[src/rtl/imem_fetch_ctrl.sv]
// imem_fetch_ctrl
//   Owns the single instruction-memory port. A boot loader writes program
//   words through it while boot_en is high; otherwise the fetch path reads
//   from it, registering each word into the IF/ID stage with a valid flag.
//   Also handles stall, branch/jump redirect and misaligned-target traps.
//
// Ports
//   clk, rst                 clock (rising edge), async active-high reset
//   boot_en                  1 = loader owns IMEM, fetch halted
//   ld_valid/ld_addr/ld_data loader write request, byte address, data word
//   ld_ready                 loader port accepting (LOAD only)
//   ld_count                 accepted loader writes since LOAD entry
//   mem_addr/mem_we/mem_wdata/mem_rdata   IMEM port (rdata combinational)
//   stall, redirect, redirect_pc, trap_clr   pipeline control
//   if_pc/if_inst/if_valid   registered fetch stage
//   misalign/trap_pc         trap indication and offending target
//
// state | meaning
// IDLE  | one cycle after reset, choose LOAD or RUN
// LOAD  | loader owns IMEM, fetch halted
// RUN   | fetching one word per cycle from pc
// TRAP  | misaligned redirect seen, waiting for trap_clr or boot_en
module imem_fetch_ctrl #(
  parameter int INST_W = 32,
  parameter int PC_W = 32,
  parameter logic [PC_W-1:0] RESET_PC = 32'h0000_0000,
  parameter int CNT_W = 18
) (
  input  logic              clk,
  input  logic              rst,
  input  logic              boot_en,
  input  logic              ld_valid,
  input  logic [PC_W-1:0]   ld_addr,
  input  logic [INST_W-1:0] ld_data,
  output logic              ld_ready,
  output logic [CNT_W-1:0]  ld_count,
  output logic [PC_W-1:0]   mem_addr,
  output logic              mem_we,
  output logic [INST_W-1:0] mem_wdata,
  input  logic [INST_W-1:0] mem_rdata,
  input  logic              stall,
  input  logic              redirect,
  input  logic [PC_W-1:0]   redirect_pc,
  input  logic              trap_clr,
  output logic [PC_W-1:0]   if_pc,
  output logic [INST_W-1:0] if_inst,
  output logic              if_valid,
  output logic              misalign,
  output logic [PC_W-1:0]   trap_pc
);

  typedef enum logic [1:0] {IDLE, LOAD, RUN, TRAP} state_t;

  state_t            state, state_nx;
  logic [PC_W-1:0]   pc, pc_nx;
  logic [PC_W-1:0]   if_pc_nx;
  logic [INST_W-1:0] if_inst_nx;
  logic              if_valid_nx;
  logic              misalign_nx;
  logic [PC_W-1:0]   trap_pc_nx;
  logic [CNT_W-1:0]  ld_count_nx;

  always_ff @(posedge clk or posedge rst) begin
    if (rst) begin
      state    <= IDLE;
      pc       <= RESET_PC;
      if_pc    <= '0;
      if_inst  <= '0;
      if_valid <= 1'b0;
      misalign <= 1'b0;
      trap_pc  <= '0;
      ld_count <= '0;
    end else begin
      state    <= state_nx;
      pc       <= pc_nx;
      if_pc    <= if_pc_nx;
      if_inst  <= if_inst_nx;
      if_valid <= if_valid_nx;
      misalign <= misalign_nx;
      trap_pc  <= trap_pc_nx;
      ld_count <= ld_count_nx;
    end
  end

  always_comb begin
    state_nx    = state;
    pc_nx       = pc;
    if_pc_nx    = if_pc;
    if_inst_nx  = if_inst;
    if_valid_nx = if_valid;
    misalign_nx = misalign;
    trap_pc_nx  = trap_pc;
    ld_count_nx = ld_count;
    ld_ready    = 1'b0;
    mem_addr    = pc;
    mem_we      = 1'b0;
    mem_wdata   = '0;

    case (state)
      IDLE: begin
        if (boot_en) begin
          state_nx    = LOAD;
          ld_count_nx = '0;
        end else begin
          state_nx = RUN;
        end
      end
      LOAD: begin
        ld_ready  = 1'b1;
        mem_addr  = ld_addr;
        mem_wdata = ld_data;
        // Word-misaligned loader writes are silently dropped.
        mem_we    = ld_valid && (ld_addr[1:0] == 2'b00);
        if (mem_we) ld_count_nx = ld_count + CNT_W'(1);
        if (!boot_en) begin
          state_nx    = RUN;
          pc_nx       = RESET_PC;
          if_valid_nx = 1'b0;
        end
      end
      RUN: begin
        if (boot_en) begin
          state_nx    = LOAD;
          if_valid_nx = 1'b0;
          ld_count_nx = '0;
        end else if (redirect && (redirect_pc[1:0] != 2'b00)) begin
          state_nx    = TRAP;
          misalign_nx = 1'b1;
          trap_pc_nx  = redirect_pc;
          if_valid_nx = 1'b0;
        end else if (redirect) begin
          // Redirect beats stall; the word already on the port is flushed.
          pc_nx       = redirect_pc;
          if_valid_nx = 1'b0;
        end else if (!stall) begin
          if_inst_nx  = mem_rdata;
          if_pc_nx    = pc;
          if_valid_nx = 1'b1;
          pc_nx       = pc + PC_W'(4);
        end
      end
      TRAP: begin
        if_valid_nx = 1'b0;
        if (boot_en) begin
          state_nx    = LOAD;
          misalign_nx = 1'b0;
          ld_count_nx = '0;
        end else if (trap_clr) begin
          state_nx    = RUN;
          pc_nx       = RESET_PC;
          misalign_nx = 1'b0;
        end
      end
      default: state_nx = IDLE;
    endcase
  end

endmodule

[config.mk]
export PLATFORM = sky130hd
export DESIGN_NAME = imem_fetch_ctrl
export DESIGN_NICKNAME = d
export VERILOG_FILES = /design/src/rtl/imem_fetch_ctrl.sv
export SDC_FILE = /design/constraint.sdc
export NUM_CORES = 1
export LEC_CHECK = 0
export ABC_CLOCK_PERIOD_IN_PS = 6350
export BUFFER_PORTS_ARGS = -buffer_cell sky130_fd_sc_hd__buf_2
export CORE_MARGIN = 1.5
export CORE_UTILIZATION = 50
export CTS_BUF_LIST = sky130_fd_sc_hd__clkbuf_2
export CTS_CLUSTER_SIZE = 10
export DETAILED_ROUTE_END_ITERATION = 12
export GPL_ROUTABILITY_DRIVEN = 1
export HOLD_SLACK_MARGIN = 0.1
export PLACE_DENSITY_LB_ADDON = 0.25
export SLEW_MARGIN = 25
export SYNTH_ARGS = -nofsm -noshare
export SYNTH_HDL_FRONTEND = slang
export SYNTH_SLANG_ARGS = --single-unit
[constraint.sdc]
create_clock -name clk -period 6.35 [get_ports clk]
set_input_delay 0.9525 -clock clk [delete_from_list [all_inputs] [get_ports clk]]
set_output_delay 0.9525 -clock clk [all_outputs]
set_load 0.005 [all_outputs]
==> metrics.md, run 1 <==
| Metric | Value |
|---|---|
| Compound-Gate Fraction of Synth Area | slightly below 9% |
| Largest cells by area after synthesis | dfrtp_1, mux2_2, o21ai_0, and2_1, nand2_1 |
| Overall power | roughly 3100 uW |
| CTS clk-pin slew, worst paths | 0.22 ns |
| Worst Setup End Kind | primary output |
| Finished layout cell area | 0.00936 mm2 |
| Top cells by count, synth | dfrtp_1, mux2_2, nand2_1 |
| GRT Total Usage | between 20% and 30% |
| Placed cell area | 0.00906 mm2 |
| Inst Count DP | roughly 1.1k |
| Die Ht | about 120 um |
| Number of nets with antenna violations after routing | 0 |
| Type of the worst min-delay path | input port to async pin |
| DRT iter0 DRCs | approximately 390 |
| Post-CTS Setup Bufs | 0 |
| Routability cong. | between 0.9 and 1 |
| Max Cap Violations | 0 |
| Fillcell total | 1235 |
| Area delta synth->final | 26.7% |
| Core area | roughly 0.014 mm2 |
| CTS Hold Bufs | 0 |
| Simple-gate share of the synthesized area | between 10% and 20% |
| IO Pins | 317 |
| Drt first pass iters | 5 |
| Resized cells post-CTS | 0 |
| Setup crit start kind | register |
| Die X-Extent | 125 um |
| Synth Area in XOR/XNOR | under 10% |
| Area of the multi-input gates | 0.00342 mm2 |
| Yosys top cell area share | 50.8% |
| Sequential cell area | 0.00375 mm2 |
| Setup crit start | state[1] |
| Sequential area share after synthesis | 50.8% |
| Slew headroom | a little over a third |
| Slew Limit Fails | 0 |
| Most numerous cell in the Yosys netlist | dfrtp_1 |
| Number of buffers created by CTS | 17 |
| Setup TNS Final | 0 ns |
| Via count | about 6.4k |
| Synth Area in Adders | 1.02% |
| Nets@finish | 1122 |
| Cell variety after synth | 49 |
| Met2 usage | 40.8% |
| Post-Syn Nets | 827 |
| Status | completed |
| Vias per inst | between 5 and 6 |
| WL per Instance | 17.0 um |
| WHS | 0.281 ns |
| RSZ-0062 raised after global routing | false |
| Post-Syn Area | roughly 0.0074 mm2 |
| Starting Density | between 50% and 60% |
| First-pass GRT wire length | around 33000 um |
| Layout cells sized above 1 | a little under half |
| Crit Path Category | register to primary output |
| Synth warnings | 0 |
| CTS tree | built |
| Maximum vdd drop | 0.000196 V |
| Row cnt | 44 |
| Synth Flop Type | dfrtp_1 |
| CP max FO | 41 |
| Final Skew | 0.0222 ns |
| Pwr Density | ~330 mW/mm2 |
| Required time of the critical path | 5.40 ns |
| Final Cycle Share | between 60% and 70% |
| Hpwl dp | 14500 um |
| Yosys top cell by area | dfrtp_1 |
| Hold Vio Cnt, Final | 0 |
| Post-Synthesis Cells | 686 |
| Min Tclk post-route | just under 4 ns |
| P_leak | 0.00485 uW |
| Die ar. | ~0.016 mm2 |
| Vias in the first global route | between 6k and 7k |
| Routed wire length | roughly 20000 um |
| CP arrival | roughly 2.9 ns |
| DRC Markers | 0 |
| Clock Tree Root | clkbuf_2 |
| Yosys reg bits | 150 |
| EDFF count, synth | 0 |
| Fin cells | roughly 1.2k |
| Worst skew pair latency | between 0.7 and 0.8 ns |
| Met3 usage | under 10% |
| Largest family of logic cells by synthesized area | multiplexers |
| CTS Sinks | 150 |
| Final setup viols | 0 |
| Asr flop ratio synth | 100% |
| GRT overflow | 0 |
| M1 GR Usage | a little over a third |
| Post-synthesis mux area share | between 10% and 20% |
| Largest net degree at the start of global routing | between 80 and 90 |
| Slew at the pin with the worst max-slew slack | 0.960 ns |
| Worst r2r src | state[0] |
| # port buffers | 316 |
| Busiest grt layer | met2 |
| Initial antenna violation count | 2 |
| H-tree depth | 4 |
| Syn Area/Cell | ~11 um2 |
| Fmax | between 0.2 and 0.3 GHz |
| Clk buf depth | 2 |
## metal layers
| metal | part of all wire [%] | routed length, um | up-vias |
|---|---|---|---|
| li1 | - | - | 3040 |
| met5 | 0.065 | 13 | - |
| met1 | 43 | 8710 | 3090 |
| met4 | 1.8 | 361 | 2 |
| met3 | 7.8 | 1570 | 26 |
| met2 | 47 | 9380 | 272 |
## cells in the final DEF, fill, tap and decap left out, types with 2 or more instances in the layout
cell | netlist | layout
nand4_1 | 19 | 19
buf_2 | 3 | 316
o31a_1 | 2 | 2
a22oi_1 | 12 | 12
buf_4 | 0 | 2
inv_6 | 0 | 2
bufinv_16 | 0 | 4
nor2b_1 | 7 | 6
inv_1 | 13 | 12
o211ai_1 | 9 | 9
a21oi_1 | 21 | 21
and2_1 | 34 | 34
nand2b_1 | 2 | 2
nor2_1 | 49 | 48
clkinvlp_4 | 0 | 3
or4_1 | 7 | 7
a31oi_1 | 3 | 3
mux2i_1 | 2 | 2
nor4_1 | 9 | 9
nor3_1 | 9 | 9
or3_1 | 4 | 4
xor2_1 | 13 | 13
ha_1 | 6 | 5
nand2_1 | 50 | 50
and4_1 | 3 | 3
and3_1 | 5 | 5
mux2_2 | 117 | 117
clkinv_2 | 0 | 3
o22ai_1 | 5 | 5
xnor2_1 | 2 | 2
nand3_1 | 25 | 25
o21ai_0 | 43 | 43
clkbuf_2 | 0 | 18
o31ai_1 | 2 | 2
a21o_1 | 2 | 2
dfrtp_1 | 150 | 150
or2_2 | 2 | 2
clkinv_1 | 0 | 2
## cell families after synthesis
group,after synthesis
DFF,150
AOI/OAI and AO/OA,108
and+or+nand+nor,232
xor gates and xnor gates,15
muxes,119
adders and majority gates,6
buffers and inverters,56
## registers in the layout, summed over array words and instances, names as in the netlist
signal	flops
pc	32
if_pc	32
trap_pc	32
state	2
misalign	1
if_inst	32
ld_count	18
if_valid	1
## critical path, stage by stage, from the launching register on
cell	delay (ns)
dfrtp_1	0.47
inv_1	0.10
ha_2	0.53
buf_4	0.54
mux2_2	0.40
buf_2	0.13
## report_power, final
part,switching (uW),total (uW),internal (uW)
combinational,538,1140,600
clock,349,606,257
sequential,160,1360,1200
total,1050,3110,2060
## stage by stage
step	setup slack [ns]	util, %
after CTS	2.40	64.4
after global routing	2.18	64.6
after floorplan	1.36	-
after detailed placement	2.78	62.5
after global placement	2.80	62.5
final	2.47	64.6
## final cells by class
class,instances,share of cell area [%]
Sequential cell,150,40.1
Multi-Input combinational cell,480,36.6
Timing Repair Buffer,319,17.4
Tap cell,184,2.46
Clock inverter,14,1.95
Clock buffer,18,0.963
Inverter,13,0.575
Antenna cell,1,0.0267
## final timing paths
check / end / slack, ns / cells after the start
hold / removal: if_inst[14] / 0.28 / 2
max in group asynchronous: if_inst[24] / 4.72 / 3
hold reg to reg: if_pc[20] / 0.50 / 2
setup reg to reg: pc[23] / 3.32 / 6
min in group clk: if_inst[21] / 0.41 / 2
setup / recovery: mem_addr[28] / 2.47 / 5
Note: power is estimated with default switching activity, not from simulation.
==> run 2: changes to the inputs <==
--- a/config.mk
+++ b/config.mk
@@ -5,10 +5,10 @@
 export SDC_FILE = /design/constraint.sdc
 export NUM_CORES = 1
 export LEC_CHECK = 0
-export ABC_CLOCK_PERIOD_IN_PS = 6350
+export ABC_CLOCK_PERIOD_IN_PS = 3200
 export BUFFER_PORTS_ARGS = -buffer_cell sky130_fd_sc_hd__buf_2
 export CORE_MARGIN = 1.5
-export CORE_UTILIZATION = 50
+export CORE_UTILIZATION = 45
 export CTS_BUF_LIST = sky130_fd_sc_hd__clkbuf_2
 export CTS_CLUSTER_SIZE = 10
 export DETAILED_ROUTE_END_ITERATION = 12
==> constraint.sdc (replaced) <==
create_clock -name clk -period 3.2 [get_ports clk]
set_input_delay 0.48 -clock clk [delete_from_list [all_inputs] [get_ports clk]]
set_output_delay 0.48 -clock clk [all_outputs]
set_load 0.005 [all_outputs]
==> run 2 against run 1 <==
Effect of this change:
- clock skew increased by 0.015 ns
- largest power group unchanged
- clock power is 78% higher
- cell area up 8.2%
- cell count is 9.5% higher
- count of clock-buffer cells in the layout is 1 higher
- via count is 5.5% higher
- global-route usage down 0.97 points
- combinational power rose by 110%
- non-clock buffer count up 82
- critical path depth did not move
==> metrics.md, run 2 (same netlist as run 1, synthesis figures left out) <==
| Metric | Value |
|---|---|
| Status | completed |
| Clock Tree Root | clkbuf_2 |
| GRT overflow | 0 |
| Slew Limit Fails | 0 |
| Layout cells sized above 1 | a little under half |
| Worst skew pair latency | ~0.70 ns |
| WL per Instance | between 15 and 20 um |
| Hpwl dp | 15100 um |
| Final setup viols | 0 |
| Area of the multi-input gates | roughly 0.0034 mm2 |
| Largest net degree at the start of global routing | between 80 and 90 |
| Worst Path Buf+Inv | 3 |
| Hold path depth | 3 |
| Required time of the critical path | ~2.7 ns |
| Internal power | slightly above 4000 uW |
| H-tree depth | 4 |
| Net Sw Frac | about 34% |
| P_leak | between 0.005 and 0.006 uW |
| Die ar. | roughly 0.017 mm2 |
| Starting Density | between 40 and 50% |
| Vias in the first global route | about 6.7k |
| Slew at the pin with the worst max-slew slack | between 0.9 and 1 ns |
| Min Tclk post-route | between 2 and 3 ns |
| Flop2flop setup slack | between 0.6 and 0.7 ns |
| CTS tree | built |
| Type of the worst min-delay path | input port to register |
| Core area | between 0.015 and 0.02 mm2 |
| Hold Vio Cnt, Final | 0 |
| Number of nets with antenna violations after routing | 0 |
| Logic pwr share | 38.8% |
| Reg power frac | approximately 44% |
| Clock share of power | between 10% and 20% |
| Routed wire length | approximately 22000 um |
| Die Ht | around 130 um |
| Slew headroom | roughly 40% |
| Pwr Density | just over 600 mW/mm2 |
| Number of buffers created by CTS | 17 |
| Overall power | 6210 uW |
| Fillcell total | 1339 |
| CP arrival | between 2 and 2.5 ns |
| Nets@finish | between 1k and 1.5k |
| Crit Path Category | register to primary output |
| RSZ-0062 raised after global routing | false |
| Area delta synth->final | 37.1% |
| IO Pins | 317 |
| Setup crit start kind | register |
| Sequential cell area | between 0.003 and 0.004 mm2 |
| Most frequent cells in the layout | buf_2, dfrtp_1, mux2_2, dlygate4sd3_1, nand2_1 |
| Worst Setup End Kind | primary output |
| Post-CTS Setup Bufs | 0 |
| DRC Markers | 0 |
| Crit path max-delay family | buffers and inverters |
| Max Cap Violations | 0 |
| Crit path cell chain | inv_1, ha_4, buf_4, mux2_2, buf_2 |
| Routability cong. | approximately 0.88 |
| # port buffers | 316 |
| CTS Sinks | 150 |
| Most common cell after layout, fill and taps aside | buf_2 |
| First-pass GRT wire length | between 30000 and 40000 um |
| Clk buf depth | 2 |
| Worst r2r dst | pc[23] |
| Hold_sp | redirect |
| Slowest stage delay, CP | between 0.4 and 0.5 ns |
| Die X-Extent | 131 um |
| DRT iter0 DRCs | between 300 and 400 |
| Vias per inst | 5.25 |
| Sw power | around 2100 uW |
| Length in cells of the worst reg-to-reg path | 6 |
| Row cnt | 46 |
| Drt first pass iters | 5 |
| Setup TNS Final | 0 ns |
| Hold EP | pc[19] |
| Via count | between 6k and 7k |
| CP max FO | 23 |
| GRT Total Usage | between 20% and 30% |
| CP max stage cell | dfrtp_1 |
| Initial antenna violation count | 1 |
| CTS clk-pin slew, worst paths | between 0.2 and 0.25 ns |
| Maximum vdd drop | approximately 0.00046 V |
| Worst r2r src | state[0] |
| Fmax | 0.339 GHz |
| Final Skew | around 0.038 ns |
| Final Cycle Share | roughly 92% |
[run 2: tightest hold or removal path: stages]
cell	delay [ns]
buf_2	0.18
a21oi_1	0.15
o21ai_0	0.08
[run 2: worst max path at each step]
| stage | startpoint | end | depth (start not counted) |
|---|---|---|---|
| after detailed placement | state[1] | ld_count[16] | 8 |
| after floorplan | state[0] | pc[22] | 9 |
| after global placement | state[0] | pc[24] | 6 |
| final | state[1] | mem_addr[2] | 5 |
| after global routing | state[1] | mem_addr[2] | 5 |
| after CTS | state[1] | mem_addr[2] | 5 |
[run 2: stage by stage]
step | cells | hold slack, ns | setup WS, ns | util (%) | instance area, um2
floorplan | 686 | 0.473 | 0.748 | - | 7390
global placement | 1193 | 0.459 | 0.796 | 57.8 | 9220
detailed placement | 1193 | 0.466 | 0.747 | 57.8 | 9220
CTS | 1290 | 0.132 | 0.0122 | 63.5 | 10100
global route | 1291 | 0.156 | 0.0332 | 63.5 | 10100
finish | 1291 | 0.197 | 0.250 | 63.5 | 10100
[run 2: timing repair]
| item | CTS | global route |
|---|---|---|
| gates resized for setup | 0 | 1 |
| hold buffers | 67 | 0 |
| setup endpoints to repair | 0 | 21 |
| hold endpoints to repair | 243 | 0 |
[run 2: cell type report]
type | count | area share, %
repair buffers | 401 | 23.7
multi-input cells | 480 | 33.8
flip-flops and latches | 150 | 37.1
clock inverters | 11 | 1.33
well taps | 216 | 2.67
diodes | 1 | 0.0247
clock buffers | 19 | 0.939
inverters | 13 | 0.519
[run 2: power by group through the flow]
stage / combinational (uW) / clock, uW / sequential, uW
3_3_place_gp: 2290 / 0 / 2730
4_1_cts: 2400 / 1110 / 2710
6_report: 2410 / 1080 / 2720
3_5_place_dp: 2330 / 0 / 2750
2_1_floorplan: 1230 / 0 / 2730
5_1_grt: 2630 / 1180 / 2790
[run 2: routing by layer]
metal,GRT usage (%),part of all wire [%]
met3,6.17,6.0
met5,0,0
met2,41.9,48
met1,33.4,45
met4,6.55,1.5
